--- config.mk ---
export PLATFORM = sky130hd
export DESIGN_NAME = uart_tx_buf
export DESIGN_NICKNAME = d
export VERILOG_FILES = /design/src/rtl/uart_pkg.sv /design/src/rtl/uart_tx_buf_fifo.sv /design/src/rtl/uart_tx_buf.sv
export SDC_FILE = /design/constraint.sdc
export NUM_CORES = 1
export LEC_CHECK = 0
export ABC_AREA = 0
export BUFFER_PORTS_ARGS = -buffer_cell sky130_fd_sc_hd__buf_2
export CORE_MARGIN = 2
export CORE_UTILIZATION = 59
export CTS_CLUSTER_DIAMETER = 50
export DETAILED_ROUTE_END_ITERATION = 6
export HOLD_SLACK_MARGIN = 0.1
export PLACE_DENSITY_LB_ADDON = 0.08
export SETUP_SLACK_MARGIN = 0.5
export SYNTH_ARGS = -nofsm -noshare
export SYNTH_HDL_FRONTEND = slang
export SYNTH_HIERARCHICAL = 1
export SYNTH_SLANG_ARGS = --single-unit
--- constraint.sdc ---
create_clock -name clk -period 5.95 [get_ports clk]
set_input_delay 1.19 -clock clk [delete_from_list [all_inputs] [get_ports clk]]
set_output_delay 1.19 -clock clk [all_outputs]
set_load 0.1 [all_outputs]
--- src/rtl/uart_pkg.sv ---
// Shared definitions for the buffered UART transmitter:
// parity codes, FSM state encoding, baud divisor and parity helpers.
package uart_pkg;

  localparam int PAR_NONE = 32'sd0;
  localparam int PAR_ODD  = 32'sd1;
  localparam int PAR_EVEN = 32'sd2;

  typedef enum logic [2:0] {
    ST_IDLE   = 3'd0,
    ST_START  = 3'd1,
    ST_DATA   = 3'd2,
    ST_PARITY = 3'd3,
    ST_STOP   = 3'd4
  } tx_state_t;

  // Clocks per line bit, rounded to nearest.
  function automatic int calc_div(input int freq, input int rate);
    return (freq + rate / 32'sd2) / rate;
  endfunction

  function automatic logic parity_bit(input logic [8:0] data, input int mode);
    logic p;
    p = ^data;
    if (mode == PAR_ODD) begin
      return ~p;
    end else begin
      return p;
    end
  endfunction

endpackage

--- src/rtl/uart_tx_buf_fifo.sv ---
// Synchronous FIFO with a registered occupancy count; pushes are refused while full,
// even when a pop happens on the same edge.
module sync_fifo #(
  parameter int WIDTH = 8,
  parameter int DEPTH = 16,
  localparam int AW = $clog2(DEPTH),
  localparam int LW = $clog2(DEPTH + 32'sd1)
) (
  input  logic             clk,
  input  logic             rst_n,
  input  logic             push,
  input  logic             pop,
  input  logic [WIDTH-1:0] wdata,
  output logic [WIDTH-1:0] rdata,
  output logic             full,
  output logic             empty,
  output logic [LW-1:0]    level
);

  logic [WIDTH-1:0] mem_r [DEPTH];
  logic [AW-1:0]    wr_ptr_r;
  logic [AW-1:0]    rd_ptr_r;
  logic [LW-1:0]    level_r;
  logic             push_s;
  logic             pop_s;

  assign push_s = push && (level_r != LW'(DEPTH));
  assign pop_s  = pop && (level_r != '0);

  // Storage array, written only on an accepted push.
  always_ff @(posedge clk) begin
    if (push_s) begin
      mem_r[wr_ptr_r] <= wdata;
    end
  end

  // Pointers wrap naturally because DEPTH is a power of two.
  always_ff @(posedge clk or negedge rst_n) begin
    if (!rst_n) begin
      wr_ptr_r <= '0;
      rd_ptr_r <= '0;
      level_r  <= '0;
    end else begin
      if (push_s) begin
        wr_ptr_r <= wr_ptr_r + AW'(1'b1);
      end
      if (pop_s) begin
        rd_ptr_r <= rd_ptr_r + AW'(1'b1);
      end
      case ({push_s, pop_s})
        2'b10:   level_r <= level_r + LW'(1'b1);
        2'b01:   level_r <= level_r - LW'(1'b1);
        default: level_r <= level_r;
      endcase
    end
  end

  assign rdata = mem_r[rd_ptr_r];
  assign full  = (level_r == LW'(DEPTH));
  assign empty = (level_r == '0);
  assign level = level_r;

endmodule

--- src/rtl/uart_tx_buf.sv ---
// Buffered UART transmitter: words enter a FIFO on a valid/ready handshake and are
// serialised as start, data (LSB first), optional parity and stop bits.
module uart_tx_buf
  import uart_pkg::*;
#(
  parameter int FREQ      = 50_000_000,
  parameter int RATE      = 115_200,
  parameter int DATA_BITS = 8,
  parameter int PARITY    = PAR_NONE,
  parameter int STOP_BITS = 1,
  parameter int DEPTH     = 16,
  localparam int LW = $clog2(DEPTH + 32'sd1)
) (
  input  logic                 clk,
  input  logic                 rst_n,
  input  logic [DATA_BITS-1:0] i_data,
  input  logic                 i_valid,
  output logic                 o_ready,
  output logic                 o_tx,
  output logic                 o_busy,
  output logic [LW-1:0]        o_level
);

  localparam int DIV = calc_div(FREQ, RATE);
  localparam int CW  = $clog2(STOP_BITS * DIV + 32'sd1);
  localparam int BW  = $clog2(DATA_BITS);
  localparam logic [CW-1:0] BIT_END  = CW'(DIV - 32'sd1);
  localparam logic [CW-1:0] STOP_END = CW'(STOP_BITS * DIV - 32'sd1);
  localparam logic [BW-1:0] LAST_BIT = BW'(DATA_BITS - 32'sd1);

  tx_state_t            state_r;
  logic [CW-1:0]        cnt_r;
  logic [BW-1:0]        bit_r;
  logic [DATA_BITS-1:0] shift_r;
  logic                 par_r;
  logic                 tx_r;
  logic                 ready_r;
  logic                 busy_r;

  logic [DATA_BITS-1:0] head_s;
  logic                 full_s;
  logic                 empty_s;
  logic [LW-1:0]        level_s;
  logic [LW-1:0]        level_nxt_s;
  logic                 push_s;
  logic                 pop_s;
  logic                 bit_done_s;
  logic                 stop_done_s;
  logic                 going_idle_s;

  assign push_s       = i_valid && ready_r && !full_s;
  assign bit_done_s   = (cnt_r == BIT_END);
  assign stop_done_s  = (state_r == ST_STOP) && (cnt_r == STOP_END);
  assign pop_s        = !empty_s && ((state_r == ST_IDLE) || stop_done_s);
  assign going_idle_s = empty_s && ((state_r == ST_IDLE) || stop_done_s);
  assign level_nxt_s  = level_s + LW'(push_s) - LW'(pop_s);

  sync_fifo #(
    .WIDTH (DATA_BITS),
    .DEPTH (DEPTH)
  ) u_fifo (
    .clk   (clk),
    .rst_n (rst_n),
    .push  (push_s),
    .pop   (pop_s),
    .wdata (i_data),
    .rdata (head_s),
    .full  (full_s),
    .empty (empty_s),
    .level (level_s)
  );

  // Frame sequencer: baud counter, shift register and registered line driver.
  always_ff @(posedge clk or negedge rst_n) begin
    if (!rst_n) begin
      state_r <= ST_IDLE;
      cnt_r   <= '0;
      bit_r   <= '0;
      shift_r <= '0;
      par_r   <= 1'b0;
      tx_r    <= 1'b1;
    end else begin
      case (state_r)
        ST_IDLE: begin
          cnt_r <= '0;
          bit_r <= '0;
          if (!empty_s) begin
            state_r <= ST_START;
            shift_r <= head_s;
            par_r   <= parity_bit(9'(head_s), PARITY);
            tx_r    <= 1'b0;
          end else begin
            tx_r <= 1'b1;
          end
        end
        ST_START: begin
          if (bit_done_s) begin
            state_r <= ST_DATA;
            cnt_r   <= '0;
            tx_r    <= shift_r[0];
          end else begin
            cnt_r <= cnt_r + CW'(1'b1);
          end
        end
        ST_DATA: begin
          if (bit_done_s) begin
            cnt_r <= '0;
            if (bit_r == LAST_BIT) begin
              bit_r <= '0;
              if (PARITY != PAR_NONE) begin
                state_r <= ST_PARITY;
                tx_r    <= par_r;
              end else begin
                state_r <= ST_STOP;
                tx_r    <= 1'b1;
              end
            end else begin
              bit_r   <= bit_r + BW'(1'b1);
              shift_r <= {1'b0, shift_r[DATA_BITS-1:1]};
              tx_r    <= shift_r[1];
            end
          end else begin
            cnt_r <= cnt_r + CW'(1'b1);
          end
        end
        ST_PARITY: begin
          if (bit_done_s) begin
            state_r <= ST_STOP;
            cnt_r   <= '0;
            tx_r    <= 1'b1;
          end else begin
            cnt_r <= cnt_r + CW'(1'b1);
          end
        end
        ST_STOP: begin
          if (stop_done_s) begin
            cnt_r <= '0;
            // Back-to-back frames: next start bit follows the last stop clock directly.
            if (!empty_s) begin
              state_r <= ST_START;
              shift_r <= head_s;
              par_r   <= parity_bit(9'(head_s), PARITY);
              tx_r    <= 1'b0;
            end else begin
              state_r <= ST_IDLE;
              tx_r    <= 1'b1;
            end
          end else begin
            cnt_r <= cnt_r + CW'(1'b1);
          end
        end
        default: begin
          state_r <= ST_IDLE;
          cnt_r   <= '0;
          tx_r    <= 1'b1;
        end
      endcase
    end
  end

  // Status flags registered from the next-cycle occupancy so o_ready always equals !full.
  always_ff @(posedge clk or negedge rst_n) begin
    if (!rst_n) begin
      ready_r <= 1'b0;
      busy_r  <= 1'b0;
    end else begin
      ready_r <= (level_nxt_s != LW'(DEPTH));
      busy_r  <= !(going_idle_s && (level_nxt_s == '0));
    end
  end

  assign o_tx    = tx_r;
  assign o_ready = ready_r;
  assign o_busy  = busy_r;
  assign o_level = level_s;

endmodule
==> metrics.md, run 1 <==
| Metric | Value |
|---|---|
| Status | completed |
| Critical Path Stages | 14 |
| First-pass GRT wire length | 21900 µm |
| Worst Setup End Kind | flip-flop |
| Synth top area share | 52.4% |
| Slew @ Worst Pin | 1.31 ns |
| Post-synth EDFFs | 128 |
| Top delay family on crit path | simple AND/OR/NAND/NOR gates |
| IO Port Bufs | 18 |
| Largest net degree at the start of global routing | 40 |
| Cells after Synth | 481 |
| Yosys top cell by area | edfxtp_1 |
| Critical path class | reg -> reg |
| Post-route DRC | 0 |
| Total die area | 13300 µm² |
| Reg-to-reg slack, setup | 2.31 ns |
| CTS Buf Count | 17 |
| Final WL | 13800 µm |
| Rows | 40 |
| Hold depth | 1 |
| Final number of setup-violating endpoints | 0 |
| HPWL after DPL | 9050 µm |
| Seq cells post-synth | 167 |
| Bufs and invs on worst path | 2 |
| Htree depth | 4 |
| Worst R2R Start | cnt_r[1]$_DFF_PN0_ |
| Most instantiated cells after synthesis | 128 x edfxtp_1, 38 x dfrtp_1, 28 x o21ai_0 |
| Worst Setup Slack, final | 2.31 ns |
| CP cell instances | inv_1 -> ha_1 -> nand4b_2 -> or2_1 -> a21boi_0 -> nor2b_1 -> ha_1 -> inv_1 -> fa_1 -> nor2b_1 -> o21ai_0 -> nand3_1 -> or3b_1 -> xnor2_1 |
| Total gr overflow | 0 |
| Die height | 116 µm |
| Internal | 0.00239 W |
| Resize count post-CTS | 0 |
| Final ANT Viol Nets | 0 |
| Synthesized area | 7340 µm² |
| Reg2reg path depth | 14 |
| RR Endpoint | u_fifo/level[4]$_DFFE_PN0P_ |
| Clk sink count | 167 |
| Root Driver | clkbuf_16 |
| Number of distinct library cells after synthesis | 52 |
| Clock latency on the worst-skew pair | 0.42 ns |
| Synthesized Nets | 512 |
| Hold path startpoint | shift_r[4]$_DFFE_PN0P_ |
| Post-route insts no fill | 679 |
| Placeable Area | 12100 µm² |
| Clock-pin slew on the worst setup and hold paths | 0.06 ns |
| Sequential cell area fraction in the yosys report | 65.7% |
| Crit-path max cell delay | 0.45 ns |
| Die Wd | 116 µm |
| Post-synth top flop | edfxtp_1 |
| Worst slack at placement | 2.24 ns |
| Vias in the first global route | 3991 |
| FFs w/ async S/R, synth | 23.4% |
| Max-cap violations | 0 |
| Vias per cell | 5.79 |
| GP Congestion | 0.803 |
| Hold slack | 0.508 ns |
| Max Slew Vio Count | 0 |
| Clock tree from TritonCTS | built |
| Antenna Cells | 0 |
| Via count | 3933 |
| # hold bufs at CTS | 0 |
| Layout net count | 530 |
| Flop pwr share | 44.5% |
| Most frequent cell after synthesis | edfxtp_1 |
| Share of layout cells above drive strength 1 | 20.2% |
| Period minus WS final | 3.64 ns |
| Fmax | 274 MHz |
| Area contributors post-synth | edfxtp_1 52%, dfrtp_1 13%, mux4_2 4.9% |
| Crit-path slowest cell | nor2b_1 |
| Max clock buf depth | 2 |
| Setup Skew | 0.00597 ns |
| Crit-path max FO | 8 |
| Initial antenna violation count | 0 |
| Filler cells | 837 |
| Critical Path Start Type | flip-flop |
| Mean Syn Cell Area | 15.3 µm² |
| Inst Count DP | 648 |
| Initial core utilization | 60.8% |
| CP Data Arrival Time | 3.94 ns |
| Hold Path Class | reg -> reg |
| Part of the power in the clock network | 38.0% |
| Final period util | 61.2% |
| Rel. slew slack | 12.2% |
| P&R area growth vs syn | 11.6% |
| Combinational power share | 17.5% |
| Detailed Routing Iterations Pass 1 | 4 |
| VDD IR-drop max | 233 µV |
| Setup TNS | 0 ns |
| DR iter-0 viols | 279 |
| Psw | 0.000899 W |
| Leak Pwr | 3.08 nW |
| Yosys warnings | 6 |
| Post-CTS Setup Bufs | 0 |
| Power Density | 402 nW/µm² |
| RSZ-0062 raised after global routing | no |
| Ports | 19 |
| Worst EP required | 6.25 ns |
| Sw Share | 27.3% |
| Routed WL per cell | 20.3 µm |
| GRT Overall Usage | 22.8% |
| Hold worst-path end | shift_r[4]$_DFFE_PN0P_ |
| Final hold viol count | 0 |
-- sequential cells by signal, indices dropped and copies added, names as in the netlist --
| signal | count |
|---|---|
| cnt_r | 9 |
| u_fifo/level | 5 |
| o_tx | 1 |
| bit_r | 3 |
| u_fifo/wr_ptr_r | 4 |
| state_r | 3 |
| o_ready | 1 |
| u_fifo/rd_ptr_r | 4 |
| u_fifo/mem_r | 128 |
| o_busy | 1 |
| shift_r | 8 |
-- area by class of cell --
type                            count  area [µm²]  share of cell area, %
Clock buffer                       17         425                   5.19
Clock inverter                     14         254                   3.10
Inverter                           19        71.3                  0.871
Multi-Input combinational cell    271        2280                   27.8
Sequential cell                   167        4820                   58.9
Tap cell                          168         210                   2.57
Timing Repair Buffer               23         128                   1.56
-- worst max-delay path by stage --
| stage | start | endpoint |
|---|---|---|
| 6_report | cnt_r[1]$_DFF_PN0_ | u_fifo/level[4]$_DFFE_PN0P_ |
| 5_1_grt | cnt_r[1]$_DFF_PN0_ | u_fifo/level[4]$_DFFE_PN0P_ |
| 4_1_cts | cnt_r[1]$_DFF_PN0_ | u_fifo/level[4]$_DFFE_PN0P_ |
| 3_5_place_dp | i_valid | u_fifo/level[4]$_DFFE_PN0P_ |
| 3_3_place_gp | i_valid | u_fifo/level[4]$_DFFE_PN0P_ |
| 2_1_floorplan | u_fifo/level[0]$_DFFE_PN0P_ | u_fifo/level[4]$_DFFE_PN0P_ |
-- worst register-to-register path: cells and delay by family (launching register included) --
kind            cells  cell delay [ns]
compound gates      2             0.42
xor+xnor            1             0.13
buf+inv             2             0.17
flops               1             0.41
fa+ha+maj           3             0.88
simple gates        6             1.51
-- stage by stage --
stage / total power (W) / utilization (%) / cell area, µm²
floorplan: 0.00191 / - / 7340
global placement: 0.00204 / 62.3 / 7510
detailed placement: 0.00206 / 62.3 / 7510
CTS: 0.00331 / 67.9 / 8190
global route: 0.00342 / 67.9 / 8190
finish: 0.00329 / 67.9 / 8190
-- cell families after synthesis --
family	Yosys count	share of synthesized area (%)
xor+xnor	20	2.39
flops	167	65.7
compound gates	76	6.50
buf+inv	43	3.22
mux	65	12.1
simple gates	90	6.51
fa+ha+maj	20	3.62
-- power groups by stage --
stage	Combinational (W)	Sequential (W)	Clock, W
detailed placement	0.000572	0.00149	0
global route	0.000632	0.00148	0.00131
finish	0.000574	0.00147	0.00125
CTS	0.000581	0.00147	0.00127
floorplan	0.000317	0.00159	0
global placement	0.000556	0.00148	0
-- layout by cell type (no fill, tap or decap), types with 3 or more instances in the layout --
master / count
a21o_1: 3
nand2_1: 23
mux4_2: 16
nand3_1: 7
clkbuf_16: 17
ha_1: 18
buf_2: 18
inv_1: 19
a221oi_1: 8
a22oi_1: 10
nor3_1: 8
xnor2_1: 15
bufinv_16: 7
mux2i_1: 25
mux2_2: 23
or3_1: 3
nor2_1: 25
edfxtp_1: 128
o21ai_0: 28
a21oi_1: 18
buf_4: 5
xor2_1: 5
nor2b_1: 4
clkinv_1: 3
dfrtp_1: 37
-- per-layer routing --
metal  GRT usage, %  wire length [µm]  vias to the layer above
met3           4.08               587                        8
met4           8.51               140                        0
met2           38.0              7190                       86
met1           30.2              5870                     1992
met5              0                 0                        -
li1               -                 -                     1847
Power figures use the tool's default switching activity.
==> run 2, diff against run 1 <==
- CORE_UTILIZATION: 59 -> 56
- clock period: 5.95 -> 3.3 ns (I/O delays scaled with it)
==> metrics.md, run 2 (synthesis gave the netlist of run 1 again) <==
| Metric | Value |
|---|---|
| First-pass GRT wire length | 21900 µm (about the same) |
| Rel. slew slack | 35.8% (was 12.2%) |
| Inst Count DP | 673 (was 648) |
| VDD IR-drop max | 485 µV (was 233 µV) |
| Htree depth | 4 (unchanged) |
| Power Density | 683 nW/µm² (was 402 nW/µm²) |
| Crit-path max cell delay | 0.51 ns (was 0.45 ns) |
| Worst R2R Start | u_fifo/level[1]$_DFFE_PN0P_ (was cnt_r[1]$_DFF_PN0_) |
| Leak Pwr | 3.20 nW (was 3.08 nW) |
| Status | completed (unchanged) |
| Clock latency on the worst-skew pair | 0.42 ns (about the same) |
| Initial antenna violation count | 0 (unchanged) |
| Crit path launch | u_fifo/level[1]$_DFFE_PN0P_ (was cnt_r[1]$_DFF_PN0_) |
| Worst Setup End Kind | flip-flop (unchanged) |
| Hold Path Class | in -> async (was reg -> reg) |
| Final WL | 13900 µm (was 13800 µm) |
| Clock-pin slew on the worst setup and hold paths | 0.07 ns (was 0.06 ns) |
| Final ANT Viol Nets | 0 (unchanged) |
| Setup TNS | 0 ns (unchanged) |
| Critical Path Start Type | flip-flop (unchanged) |
| Top flop regs | u_fifo/mem_r x128, cnt_r x9, shift_r x8 (unchanged) |
| Critical path class | reg -> reg (unchanged) |
| Commonest cells after routing, fill and taps aside | 128 x edfxtp_1, 35 x buf_4, 31 x dfrtp_1, 26 x o21ai_0 (was 128 x edfxtp_1, 37 x dfrtp_1, 28 x o21ai_0, 25 x nor2_1, 25 x mux2i_1) |
| Rows | 41 (was 40) |
| Max FFs per register | 128 (unchanged) |
| Fmax | 318 MHz (was 274 MHz) |
| Max clock buf depth | 2 (unchanged) |
| Final period util | 95.4% (was 61.2%) |
| Detailed Routing Iterations Pass 1 | 5 (was 4) |
| # hold bufs at CTS | 0 (unchanged) |
| Die height | 118 µm (was 116 µm) |
| Post-Place Cell Area | 7720 µm² (was 7510 µm²) |
| Total die area | 14000 µm² (was 13300 µm²) |
| Placeable Area | 12700 µm² (was 12100 µm²) |
| Total gr overflow | 0 (unchanged) |
| Setup Skew | 0.00639 ns (was 0.00597 ns) |
| Worst slack at placement | 0.127 ns (was 2.24 ns) |
| HPWL after DPL | 9000 µm (was 9050 µm) |
| Post-route insts no fill | 715 (was 679) |
| Final hold viol count | 0 (unchanged) |
| IO Port Bufs | 18 (unchanged) |
| Die Wd | 118 µm (was 116 µm) |
| Vias per cell | 5.69 (was 5.79) |
| Vias in the first global route | 4033 (was 3991) |
| Top delay family on crit path | simple AND/OR/NAND/NOR gates (unchanged) |
| CP cell instances | nor4_4 -> and2b_2 -> nor3_2 -> a21boi_2 -> ha_1 -> inv_2 -> ha_4 -> fa_2 -> xor2_1 -> or3_1 -> or4b_1 (was inv_1 -> ha_1 -> nand4b_2 -> or2_1 -> a21boi_0 -> nor2b_1 -> ha_1 -> inv_1 -> fa_1 -> nor2b_1 -> o21ai_0 -> nand3_1 -> or3b_1 -> xnor2_1) |
| Share of layout cells above drive strength 1 | 29.3% (was 20.2%) |
| Ports | 19 (unchanged) |
| Bufs and invs on worst path | 1 (was 2) |
| Root Driver | clkbuf_16 (unchanged) |
| Largest reg by FF count | u_fifo/mem_r (unchanged) |
| RSZ-0062 raised after global routing | yes (was no) |
| Routed WL per cell | 19.4 µm (was 20.3 µm) |
| Antenna Cells | 0 (unchanged) |
| Final number of setup-violating endpoints | 0 (unchanged) |
| Slew @ Worst Pin | 0.959 ns (was 1.31 ns) |
| Max-cap violations | 0 (unchanged) |
| CP Data Arrival Time | 3.44 ns (was 3.94 ns) |
| GP Congestion | 0.810 (was 0.803) |
| Layout net count | 561 (was 530) |
| Largest net degree at the start of global routing | 40 (unchanged) |
| Post-route DRC | 0 (unchanged) |
| Design Area, Final | 8430 µm² (was 8190 µm²) |
| Worst EP required | 3.60 ns (was 6.25 ns) |
| CTS Buf Count | 17 (unchanged) |
| Worst Setup Slack, final | 0.152 ns (was 2.31 ns) |
| Overall power | 0.00575 W (was 0.00329 W) |
| Commonest non-fill, non-tap cell in the layout | edfxtp_1 (unchanged) |
| DR iter-0 viols | 276 (was 279) |
| Clk sink count | 167 (unchanged) |
| Via count | 4068 (was 3933) |
| Max Slew Vio Count | 0 (unchanged) |
| P&R area growth vs syn | 14.9% (was 11.6%) |
| Initial core utilization | 57.7% (was 60.8%) |
| Clock tree from TritonCTS | built (unchanged) |
| Crit-path slowest cell | dfrtp_4 (was nor2b_1) |
| GRT Overall Usage | 20.9% (was 22.8%) |
| Crit-path max FO | 4 (was 8) |
| Period minus WS final | 3.15 ns (was 3.64 ns) |
## run 2: per-layer routing
metal	track usage (%)	vias up	part of all wire [%]
met5	0	-	0
met4	7.51	0	1.8
met3	5.45	19	4.1
met2	35.0	79	52
met1	26.4	2060	43
li1	-	1910	-
## run 2: area by class of cell
class	instances	area (µm²)
clock buffers	18	429
well taps	172	215
clock inverters	14	136
multi-input cells	271	2360
inverters	19	71.3
fillers	905	4300
repair buffers	54	373
flip-flops and latches	167	4840
## run 2: worst reg2reg max path: stages (launching register included)
cell	delay [ns]
dfrtp_4	0.51
nor4_4	0.30
and2b_2	0.20
nor3_2	0.05
a21boi_2	0.18
ha_1	0.30
inv_2	0.04
ha_4	0.15
fa_2	0.34
xor2_1	0.14
or3_1	0.31
or4b_1	0.50
## run 2: metrics by stage
stage | hold WS, ns | utilization, %
5_1_grt | 0.437 | 66.2
4_1_cts | 0.392 | 65.4
6_report | 0.373 | 66.2
3_5_place_dp | 0.488 | 60.7
2_1_floorplan | 0.364 | -
3_3_place_gp | 0.487 | 60.7
## run 2: repair_timing
item,in CTS,in global routing
pin swaps,1,9
endpoints found under the setup margin,3,5
buffers inserted,2,8
resized for setup,3,16
cloned,0,0
## run 2: power by group
part           switching, W  internal (W)
clock              0.000837       0.00106
sequential         0.000118       0.00252
combinational      0.000772      0.000451
total               0.00173       0.00403
## run 2: final timing paths
check	end	slack, ns	cells past startpoint
min reg2reg	o_tx$_DFFE_PN1P_	0.50	2
max reg2reg	o_busy$_DFF_PN0_	0.15	11
max in group asynchronous	u_fifo/level[0]$_DFFE_PN0P_	2.26	1
min	u_fifo/level[4]$_DFFE_PN0P_	0.37	1
min in group clk	o_tx$_DFFE_PN1P_	0.50	2
max	o_busy$_DFF_PN0_	0.15	11
